File: config.mk
export PLATFORM = sky130hd
export DESIGN_NAME = id_decode_buffer
export DESIGN_NICKNAME = d
export VERILOG_FILES = /design/src/rtl/id_pkg.sv /design/src/rtl/la32_decoder.sv /design/src/rtl/id_decode_buffer.sv
export SDC_FILE = /design/constraint.sdc
export NUM_CORES = 1
export LEC_CHECK = 0
export BUFFER_PORTS_ARGS = -buffer_cell sky130_fd_sc_hd__buf_2
export CAP_MARGIN = 20
export CORE_AREA = 2 2 178 93
export DETAILED_ROUTE_END_ITERATION = 6
export DIE_AREA = 0 0 180 95
export GPL_ROUTABILITY_DRIVEN = 0
export PLACE_DENSITY = 0.66
export SLEW_MARGIN = 25
export SYNTH_ARGS = -nofsm -noshare
export SYNTH_HDL_FRONTEND = slang
export SYNTH_SLANG_ARGS = --single-unit
File: constraint.sdc
create_clock -name clk -period 4.8 [get_ports clk]
set_input_delay 1.44 -clock clk [delete_from_list [all_inputs] [get_ports clk]]
set_output_delay 1.44 -clock clk [all_outputs]
set_load 0.01 [all_outputs]
File: src/rtl/id_pkg.sv
// Shared types and constants for the ID stage: uop classes, LA32R opcode fields, INE ecode.
package id_pkg;

   localparam int FETCH_BUS_W = 64;
   localparam logic [5:0] ECODE_INE = 6'h0D;

   typedef enum logic [3:0] {
      UOP_NOP     = 4'h0,
      UOP_ADD     = 4'h1,
      UOP_SUB     = 4'h2,
      UOP_ADDI    = 4'h3,
      UOP_LU12I   = 4'h4,
      UOP_LD      = 4'h5,
      UOP_ST      = 4'h6,
      UOP_JIRL    = 4'h7,
      UOP_B       = 4'h8,
      UOP_BL      = 4'h9,
      UOP_BEQ     = 4'hA,
      UOP_BNE     = 4'hB,
      UOP_INVALID = 4'hF
   } uop_t;

   localparam logic [16:0] OP17_ADD   = 17'h00020;
   localparam logic [16:0] OP17_SUB   = 17'h00022;
   localparam logic [9:0]  OP10_ADDI  = 10'h00a;
   localparam logic [6:0]  OP7_LU12I  = 7'h0a;
   localparam logic [9:0]  OP10_LD    = 10'h0a2;
   localparam logic [9:0]  OP10_ST    = 10'h0a6;
   localparam logic [5:0]  OP6_JIRL   = 6'h13;
   localparam logic [5:0]  OP6_B      = 6'h14;
   localparam logic [5:0]  OP6_BL     = 6'h15;
   localparam logic [5:0]  OP6_BEQ    = 6'h16;
   localparam logic [5:0]  OP6_BNE    = 6'h17;

endpackage

File: src/rtl/la32_decoder.sv
// Combinational LA32R-subset decoder: raw instruction -> uop class, register fields, immediate.
module la32_decoder
   import id_pkg::*;
(
   input  logic [31:0] inst,
   output uop_t        uop,
   output logic [4:0]  rd,
   output logic [4:0]  rj,
   output logic [4:0]  rk,
   output logic [31:0] imm,
   output logic        rf_we,
   output logic        ine
);

   logic writes;

   always_comb begin
      uop    = UOP_INVALID;
      rd     = inst[4:0];
      rj     = inst[9:5];
      rk     = inst[14:10];
      imm    = '0;
      writes = 1'b0;
      if (inst[31:15] == OP17_ADD) begin
         uop    = UOP_ADD;
         writes = 1'b1;
      end else if (inst[31:15] == OP17_SUB) begin
         uop    = UOP_SUB;
         writes = 1'b1;
      end else if (inst[31:22] == OP10_ADDI) begin
         uop    = UOP_ADDI;
         imm    = {{20{inst[21]}}, inst[21:10]};
         writes = 1'b1;
      end else if (inst[31:25] == OP7_LU12I) begin
         uop    = UOP_LU12I;
         imm    = {inst[24:5], 12'b0};
         writes = 1'b1;
      end else if (inst[31:22] == OP10_LD) begin
         uop    = UOP_LD;
         imm    = {{20{inst[21]}}, inst[21:10]};
         writes = 1'b1;
      end else if (inst[31:22] == OP10_ST) begin
         uop    = UOP_ST;
         imm    = {{20{inst[21]}}, inst[21:10]};
      end else if (inst[31:26] == OP6_JIRL) begin
         uop    = UOP_JIRL;
         imm    = {{14{inst[25]}}, inst[25:10], 2'b00};
         writes = 1'b1;
      end else if (inst[31:26] == OP6_BEQ) begin
         uop    = UOP_BEQ;
         imm    = {{14{inst[25]}}, inst[25:10], 2'b00};
      end else if (inst[31:26] == OP6_BNE) begin
         uop    = UOP_BNE;
         imm    = {{14{inst[25]}}, inst[25:10], 2'b00};
      end else if (inst[31:26] == OP6_B) begin
         uop    = UOP_B;
         imm    = {{4{inst[9]}}, inst[9:0], inst[25:10], 2'b00};
      end else if (inst[31:26] == OP6_BL) begin
         uop    = UOP_BL;
         rd     = 5'd1;
         imm    = {{4{inst[9]}}, inst[9:0], inst[25:10], 2'b00};
         writes = 1'b1;
      end
      // writes to r0 are architecturally discarded, so never request them
      rf_we = writes & (rd != '0);
      ine   = (uop == UOP_INVALID);
   end

endmodule

File: src/rtl/id_decode_buffer.sv
// IF->EXE skid FIFO with head decode. Optional `ID_INE_EXCP_EN raises out_excp on invalid
// instructions; otherwise they decode as NOP.
module id_decode_buffer
   import id_pkg::*;
#(
   parameter int DEPTH = 2
) (
   input  logic                   clk,
   input  logic                   reset,
   input  logic                   flush,
   input  logic                   in_valid,
   output logic                   in_ready,
   input  logic [FETCH_BUS_W-1:0] in_bus,
   output logic                   out_valid,
   input  logic                   out_ready,
   output logic [31:0]            out_pc,
   output logic [31:0]            out_inst,
   output logic [3:0]             out_uop,
   output logic [4:0]             out_rd,
   output logic [4:0]             out_rj,
   output logic [4:0]             out_rk,
   output logic [31:0]            out_imm,
   output logic                   out_rf_we,
   output logic                   out_excp
);

   localparam int PTR_W = $clog2(DEPTH);
   localparam logic [PTR_W:0] FULL = (PTR_W+1)'(DEPTH);

   logic [FETCH_BUS_W-1:0] mem [DEPTH];
   logic [PTR_W-1:0]       rd_ptr, wr_ptr;
   logic [PTR_W:0]         count;
   logic                   push, pop;
   logic [FETCH_BUS_W-1:0] head;
   uop_t                   dec_uop;
   logic                   dec_ine;

   assign in_ready  = (count != FULL);
   assign out_valid = (count != '0);
   assign push      = in_valid & in_ready & ~flush;
   assign pop       = out_valid & out_ready & ~flush;

   always_ff @(posedge clk) begin
      if (reset || flush) begin
         count  <= '0;
         rd_ptr <= '0;
         wr_ptr <= '0;
      end else begin
         if (push) wr_ptr <= wr_ptr + 1'b1;
         if (pop)  rd_ptr <= rd_ptr + 1'b1;
         case ({push, pop})
            2'b10:   count <= count + 1'b1;
            2'b01:   count <= count - 1'b1;
            default: count <= count;
         endcase
      end
   end

   always_ff @(posedge clk) begin
      if (push) mem[wr_ptr] <= in_bus;
   end

   assign head     = mem[rd_ptr];
   assign out_pc   = head[63:32];
   assign out_inst = head[31:0];

   la32_decoder u_dec (
      .inst  (head[31:0]),
      .uop   (dec_uop),
      .rd    (out_rd),
      .rj    (out_rj),
      .rk    (out_rk),
      .imm   (out_imm),
      .rf_we (out_rf_we),
      .ine   (dec_ine)
   );

`ifdef ID_INE_EXCP_EN
   assign out_uop  = dec_uop;
   assign out_excp = dec_ine & out_valid;
`else
   assign out_uop  = dec_ine ? UOP_NOP : dec_uop;
   assign out_excp = 1'b0;
`endif

endmodule
==> flow_summary.ini, run 1 <==
[sta]
tightest_slew_ns = 0.777
finalHoldViolCount = 0
fin_worst_skew_ns = 0.0113
hold_ws_ns = 0.565
rsz0062_at_grt = no
maxSlewViolCount = 0
finalCritPeriodShare_pct = 97.5
period_minus_slack_ns = 4.68
max-slew-margin-rel_pct = 48.1
max_freq_mhz = 214
setup-violations-final = 0

[global_route]
grt_util_met1_pct = 28.0
grt_max_degree = 43
grt_pass1_vias = 4320
grt_usage_pct = 19.6
antenna_found_initial = 3
gr-max-usage-layer = met1
gr-total-overflow = 0
grt_pass1_wl_um = 24900
grtUsageMet2_pct = 27.8
gr-usage-met3_pct = 7.17

[power_and_ir_drop]
leakagePower_nw = 3.06
worst_ir_drop_vdd_v = 0.000226
powerDensity_nw_per_um2 = 366
finalPower_mw = 2.87

[synthesis]
seq_area_frac_synth_pct = 65.1
synth_edf_count = 128
async_flop_share_pct = 0
syn_avg_cell_area_um2 = 14.1
syn_area_um2 = 6060
ys_ff_latch = 133
ys_warn_count = 0
synth.net_count = 499
synth-main-ff-cell = edfxtp_1
ys_types = 57
syn_inst = 429

[job]
cap_violations = 0

[routing]
first_pass_iters = 6
routed_via_density = 5.33
routedWlPerCell_um = 20.0
drc_errors = 0
dr.first_iter.drc_count = 413
ant_nets = 0
via_count = 4481
routed_wl_um = 16800

[clock_network]
cts_hold_buf = 0
cts_made_buffers = 17
cts_tree = done
cts_root_buf = clkbuf_16
cts.htree.levels = 4
clock_sinks = 133
cts.path.max_buffers = 2
insertion_delay_ns = 0.42
clk_transition_reported_paths_ns = 0.06

[layout]
drive_gt1_share_pct = 45.9
syn_to_final_growth_pct = 29.3
nets = 685
fin_cells = 840
layout_common_cells = 186 x buf_2, 128 x edfxtp_1, 41 x mux2_2, 29 x nor2_1
fillers = 1382
layout_commonest_cell = buf_2

[floorplanning]
die_h_um = 95
start_util_pct = 38.5
die_area_um2 = 17100
num_io_pins = 188
design.core.area_um2 = 15700
die_x_um = 180
rows = 33

[worst_hold_path]
hp-class = reg2reg

[setup_path]
critical_path_required_ns = 3.36
worst_setup_path_start_kind = flip-flop
path_class = reg2out
path_max_fanout = 22
r2r_setup_slack_ns = 2.61
crit_arrival_ns = 3.24
cp-end-kind = output port

[outcome]
outcome = complete, no violations

[placement]
place_inst = 805
hpwlAfterDp_um = 12000
port_buffers = 186
-- registers in the layout, summed over array words and instances, names as in the netlist, named ones only --
name,flops
rd_ptr,1
count,2
mem,128
wr_ptr,1
-- logic make-up (layout without fill, tap and decap cells) --
| kind of cell | after synthesis | in the layout | share of synthesized area (%) |
|---|---|---|---|
| XOR/XNOR | 5 | 5 | 0.723 |
| AO/OA/AOI/OAI | 57 | 57 | 7.37 |
| adder cells (fa/ha/maj) | 1 | 1 | 0.207 |
| AND/OR/NAND/NOR | 112 | 112 | 10.3 |
| flip-flops | 133 | 133 | 65.1 |
| other | 1 | 3 | 0.0619 |
| multiplexers | 65 | 65 | 11.6 |
| buffers and inverters | 55 | 254 | 4.61 |
-- path summary, 6_finish.rpt --
kind | from | cells past startpoint | endpoint
setup / recovery | flip-flop | 8 | out_imm[27]
hold / removal | rd_ptr$_SDFFE_PP0P_ | 2 | rd_ptr$_SDFFE_PP0P_
setup reg to reg | count[0]$_SDFFE_PP0P_ | 4 | mem[0][5]$_DFFE_PP_
hold reg to reg | rd_ptr$_SDFFE_PP0P_ | 2 | rd_ptr$_SDFFE_PP0P_
-- routing by layer --
layer,routed length [um],part of all wire (%)
met5,27,0.16
met3,1860,11
met4,166,0.99
met2,6950,41
met1,7770,46
-- critical path, stage by stage, from the launching register on --
cell and delay [ns]:
dfxtp_4 0.43, buf_16 0.20, or4b_1 0.62, a221oi_2 0.52
nand2_1 0.22, o221a_4 0.17, a211oi_4 0.33, nor3_1 0.13
buf_2 0.19
-- metrics by stage --
stage / instance area (um^2) / utilization, % / TNS (ns) / setup WS [ns]
2_1_floorplan: 6060 / - / -6.56 / -0.0512
3_3_place_gp: 7180 / 45.7 / 0 / 0.689
3_5_place_dp: 7180 / 45.7 / 0 / 0.598
4_1_cts: 7800 / 49.6 / 0 / 0.160
5_1_grt: 7820 / 49.7 / 0 / 0.0289
6_report: 7830 / 49.8 / 0 / 0.122
-- power breakdown --
group | internal, mW | switching (mW)
logic | 0.0834 | 0.124
registers | 1.31 | 0.0123
clock network | 0.791 | 0.550
-- cell usage after synthesis, drive strengths merged, types with 2 or more instances --
cell type / instances / area [um^2]
or3: 4 / 25.0
nand3: 4 / 20.0
o22ai: 9 / 56.3
o21ai: 5 / 25.0
and2: 2 / 12.5
nor3: 16 / 80.1
o2bb2ai: 3 / 32.5
or3b: 5 / 43.8
mux2i: 24 / 240
xor2: 2 / 17.5
nor4b: 5 / 50.0
clkbuf: 6 / 22.5
a21oi: 10 / 50.1
dfxtp: 5 / 100
inv: 25 / 93.8
a221oi: 9 / 85.1
buf: 24 / 163
nor2: 32 / 123
nand2: 18 / 67.6
nor3b: 5 / 37.5
edfxtp: 128 / 3840
xnor2: 3 / 26.3
mux2: 41 / 462
a211oi: 4 / 42.5
o31ai: 3 / 22.5
o221ai: 6 / 52.6
nand3b: 4 / 30.0
nor4: 2 / 25.0
nand2b: 8 / 50.1
-- timing repair --
| action | 4_1_cts | 5_1_grt |
|---|---|---|
| buffers inserted | 0 | 1 |
| setup endpoints to repair | 0 | 10 |
| gates resized for setup | 0 | 0 |
-- final cells by class --
| cell class | count | area, um^2 | share of cell area, % |
|---|---|---|---|
| flip-flops and latches | 133 | 3950 | 50.4 |
| multi-input cells | 241 | 1850 | 23.6 |
| repair buffers | 197 | 1060 | 13.5 |
| clock buffers | 17 | 425 | 5.43 |
| well taps | 210 | 263 | 3.36 |
| clock inverters | 15 | 186 | 2.38 |
| inverters | 25 | 93.8 | 1.20 |
| diodes | 2 | 5.00 | 0.0639 |
Note: power is estimated with default switching activity, not from simulation.
==> run 2, diff against run 1 <==
Settings changed: PLACE_DENSITY 0.66 to 0.75, SETUP_SLACK_MARGIN from default to 0.3.
==> run 2 against run 1 <==
  * Worst hold slack got worse by 0.0037 ns
  * Clock skew fell by 0.0019 ns
  * Largest cell class unchanged
  * Maximum frequency rose by 3.5%
==> flow_summary.ini, run 2 (synthesis gave the netlist of run 1 again) <==
[sta]
setup-violations-final = 0
max_freq_mhz = 221
finalHoldViolCount = 0
max-slew-margin-rel_pct = 54.4
maxSlewViolCount = 0
fin_worst_skew_ns = 0.00938
rsz0062_at_grt = yes
finalCritPeriodShare_pct = 94.2
period_minus_slack_ns = 4.52
worst_slack_ns = 0.280
tightest_slew_ns = 0.666

[routing]
ant_nets = 0
routed_wl_um = 17000
routedWlPerCell_um = 19.9
routed_via_density = 5.39
via_count = 4606
dr.first_iter.drc_count = 481
first_pass_iters = 5
drc_errors = 0

[placement]
place_inst = 807
hpwlAfterDp_um = 12100
port_buffers = 186
place_ws_ns = 0.539

[setup_path]
cp-end-kind = output port
r2r-end = mem[0][61]$_DFFE_PP_
crit_arrival_ns = 3.08
r2r_start = count[0]$_SDFFE_PP0P_
crit_chain = buf_4 > nor3b_1 > o22ai_2 > or3b_1 > nand2_1 > nor2_1 > o41ai_1 > buf_2
r2r_setup_slack_ns = 2.60
critical_path_required_ns = 3.36
cp_slowest_stage_delay_ns = 0.54
r2r_cells = 4
slowest_stage = or3b_1
path_class = reg2out
worst_setup_path_start_kind = flip-flop
path_max_fanout = 10

[power_and_ir_drop]
p_comb_share_pct = 7.7
p_clk_share_pct = 44.4
finalPower_mw = 2.76
powerDensity_nw_per_um2 = 346
worst_ir_drop_vdd_v = 0.000192
power.switching_uw = 677
internal-power_mw = 2.08
p_sw_share_pct = 24.5
power_frac_seq_pct = 47.9
leakagePower_nw = 3.15

[clock_network]
clk_transition_reported_paths_ns = 0.06
cts_hold_buf = 0
insertion_delay_ns = 0.42
cts_root_buf = clkbuf_16
cts.htree.levels = 4
clock_sinks = 133
cts.path.max_buffers = 2
cts_tree = done
cts_made_buffers = 17

[layout]
nets = 699
layout_common_cells = 186 x buf_2, 128 x edfxtp_1, 41 x mux2_2, 29 x nor2_1, 24 x inv_1
layout_commonest_cell = buf_2
largestRegisters = mem x128, count x2
largest_reg_flops = 128
syn_to_final_growth_pct = 31.7
drive_gt1_share_pct = 49.5
largest_register = mem
fin_cells = 854

[floorplanning]
start_util_pct = 38.5
rows = 33
design.core.area_um2 = 15700
num_io_pins = 188
die_area_um2 = 17100
die_h_um = 95
die_x_um = 180

[global_route]
grt_max_degree = 65
grt_pass1_wl_um = 25000
grt_usage_pct = 19.5
grt_pass1_vias = 4378
gr-total-overflow = 0
antenna_found_initial = 1

[job]
cap_violations = 0

[worst_hold_path]
min_path_cells = 2
hp-class = reg2reg
hp-start = rd_ptr$_SDFFE_PP0P_
holdPathEnd = rd_ptr$_SDFFE_PP0P_

[outcome]
outcome = complete, no violations
-- run 2: changes by cell type in the layout (fill, tap and decap cells not counted), moves of 3 or more --
cell / before / now
mux2i_1: 24 / 21
mux2i_2: 0 / 3
buf_4: 8 / 22
a221oi_1: 8 / 5
-- run 2: cell type report --
type,count,area [um^2]
Timing Repair Buffer,211,1150
Clock buffer,18,429
Sequential cell,133,3950
Clock inverter,14,138
Tap cell,210,263
Inverter,25,93.8
Fill cell,1345,7750
Antenna cell,2,5.00
Multi-Input combinational cell,241,1960
-- run 2: timing repair --
action | in CTS | in global routing
pin swaps | 0 | 5
endpoints found under the setup margin | 25 | 23
setup buffers | 1 | 12
resized for setup | 5 | 18
-- run 2: worst max path at each step --
stage	cells after the start	from	to	slack [ns]
floorplan	2	flush	mem[0][0]$_DFFE_PP_	-0.05
global placement	8	flip-flop	out_imm[16]	0.59
detailed placement	8	flip-flop	out_imm[16]	0.54
CTS	10	flip-flop	out_imm[14]	0.24
global route	8	flip-flop	out_uop[0]	0.21
finish	8	flip-flop	out_uop[0]	0.28
-- run 2: worst max-delay path, delay by kind of cell (launching register included) --
kind                   cells  cell delay [ns]
flip-flops                 1             0.39
AND/OR/NAND/NOR            4             1.18
AO/OA/AOI/OAI              2             0.70
buffers and inverters      2             0.39
-- run 2: metal layers --
metal  up-vias  GRT usage (%)  share of wire [%]
li1       2044              -                  -
met1      2210           26.6                 43
met2       334           29.5                 44
met3        18           6.94                 12
met4         0           5.56               0.89
met5         -              0                  0
-- run 2: through the flow --
step	TNS, ns	hold slack [ns]	instance area (um^2)	utilization (%)
finish	0	0.561	7980	50.7
global route	0	0.593	7980	50.7
CTS	0	0.568	7800	49.6
detailed placement	0	0.549	7190	45.7
global placement	0	0.534	7190	45.7
floorplan	-6.56	0.520	6060	-
-- run 2: power groups by stage --
stage	clock network, mW	registers [mW]	logic (mW)
5_1_grt	1.30	1.32	0.229
2_1_floorplan	0	1.34	0.103
3_5_place_dp	0	1.35	0.202
3_3_place_gp	0	1.34	0.197
6_report	1.22	1.32	0.212
4_1_cts	1.25	1.32	0.206
==> run 3, diff against run 2 <==
--- a/config.mk
+++ b/config.mk
@@ -8,9 +8,9 @@
 export BUFFER_PORTS_ARGS = -buffer_cell sky130_fd_sc_hd__buf_2
 export CAP_MARGIN = 20
-export CORE_AREA = 2 2 178 93
+export CORE_AREA = 2 2 166 87
 export DETAILED_ROUTE_END_ITERATION = 6
-export DIE_AREA = 0 0 180 95
+export DIE_AREA = 0 0 168 89
 export GPL_ROUTABILITY_DRIVEN = 0
-export PLACE_DENSITY = 0.75
+export PLACE_DENSITY = 0.83
 export SETUP_SLACK_MARGIN = 0.3
 export SLEW_MARGIN = 25
==> constraint.sdc (replaced) <==
create_clock -name clk -period 4.8 [get_ports clk]
set_input_delay 0.96 -clock clk [delete_from_list [all_inputs] [get_ports clk]]
set_output_delay 0.96 -clock clk [all_outputs]
set_load 0.01 [all_outputs]
==> run 3 against run 2 <==
  * Via count fell by 3.8%
  * Critical path depth did not move
  * Register-to-register slack improved by 0.07 ns
  * Maximum frequency rose by 8.1%
  * Total power rose by 2.8%
  * Cell count fell by 6.4%
  * First-iteration DRC count fell by 32%
  * Critical path type unchanged
  * Critical endpoint is now out_imm[31]
  * Largest power group unchanged
==> flow_summary.ini, run 3 (synthesis gave the netlist of run 1 again) <==
[layout]
largest_reg_flops = 128
layout_commonest_cell = buf_2
fin_util_pct = 58.0
nets = 679
largestRegisters = mem x128, count x2
drive_gt1_share_pct = 45.0
design_area_um2 = 7720
syn_to_final_growth_pct = 27.5
layout_common_cells = 186 x buf_2, 128 x edfxtp_1, 41 x mux2_2, 29 x nor2_1
largest_register = mem

[setup_path]
cp-end-kind = output port
crit_arrival_ns = 3.22
path_class = reg2out
path_max_fanout = 32
worst_setup_path_start_kind = flip-flop
critical_path_required_ns = 3.84
r2r_setup_slack_ns = 2.67

[sta]
period_minus_slack_ns = 4.18
setup-violations-final = 0
finalHoldViolCount = 0
max-slew-margin-rel_pct = 49.3
fin_worst_skew_ns = 0.00970
max_freq_mhz = 239
rsz0062_at_grt = no
tns_ns = 0
finalCritPeriodShare_pct = 87.2
tightest_slew_ns = 0.758
hold_ws_ns = 0.578
maxSlewViolCount = 0

[placement]
hpwlAfterDp_um = 10600
port_buffers = 186
placed_area_um2 = 7100

[global_route]
grt_pass1_vias = 4344
grt_pass1_wl_um = 22500
antenna_found_initial = 0
grt_max_degree = 62
gr-total-overflow = 0
grt_usage_pct = 19.8

[clock_network]
cts_tree = done
clk_transition_reported_paths_ns = 0.06
cts_root_buf = clkbuf_16
post_cts_resized = 0
cts_made_buffers = 17
cts.htree.levels = 4
cts.path.max_buffers = 2
insertion_delay_ns = 0.41
clock_sinks = 133

[floorplanning]
num_io_pins = 188
die_area_um2 = 15000
design.core.area_um2 = 13300
start_util_pct = 45.5
die_x_um = 168
die_h_um = 89
rows = 30

[power_and_ir_drop]
leakagePower_nw = 3.01
powerDensity_nw_per_um2 = 367
worst_ir_drop_vdd_v = 0.000267

[routing]
first_pass_iters = 5
routed_wl_um = 15300
routedWlPerCell_um = 19.1
dr.first_iter.drc_count = 325
via_count = 4431
routed_via_density = 5.55
drc_errors = 0
ant_nets = 0

[outcome]
outcome = complete, no violations

[job]
cap_violations = 0

[worst_hold_path]
hp-class = reg2reg
[run 3: cell count changes in the layout (fill, tap and decap cells not counted), moves of 3 or more]
cell,previous run,this run
buf_4,22,2
bufinv_16,0,3
inv_8,4,0
a221oi_1,5,8
mux2i_1,21,24
mux2i_2,3,0
[run 3: area by class of cell]
cell class              instances  area (um^2)
fillers                      1002         5600
flip-flops and latches        133         3950
multi-input cells             241         1850
repair buffers                191         1010
clock buffers                  17          425
well taps                     176          220
clock inverters                15          178
inverters                      25         93.8
diodes                          1         2.50
[run 3: worst paths after layout]
path / startpoint / end / cells past startpoint
worst max-delay path: flip-flop / out_imm[31] / 8
worst min-delay path: rd_ptr$_SDFFE_PP0P_ / flip-flop / 2
worst max register to register: count[0]$_SDFFE_PP0P_ / mem[0][42]$_DFFE_PP_ / 4
worst min register to register: rd_ptr$_SDFFE_PP0P_ / flip-flop / 2
[run 3: timing repair]
action,in CTS,in global routing
setup buffers,0,1
hold buffers,0,0
endpoints found under the setup margin,0,22
[run 3: per-layer routing]
metal  GRT usage (%)  up-vias  routed length (um)
li1                -     1999                   -
met1            22.2     2166                5700
met2            36.3      222                8270
met3            5.44       44                 944
met4            9.49        0                 390
met5               0        -                   0
[run 3: critical path, stage by stage (launching register included)]
cell      delay (ns)
dfxtp_4         0.58
buf_4           0.45
nor3b_1         0.23
o211ai_1        0.13
nor4_2          0.56
nor2_1          0.16
nor2_2          0.43
a211oi_1        0.09
buf_2           0.17
[run 3: power breakdown]
part	internal (mW)	switching [mW]
Sequential	1.31	0.0125
Combinational	0.0817	0.118
Clock	0.820	0.494
Total	2.21	0.624
[run 3: through the flow]
step	worst slack (ns)	total power [mW]	instances
global placement	0.874	1.53	765
finish	0.617	2.83	799
global route	0.433	2.93	798
detailed placement	0.788	1.54	765
floorplan	0.429	1.45	429
CTS	0.352	2.85	797
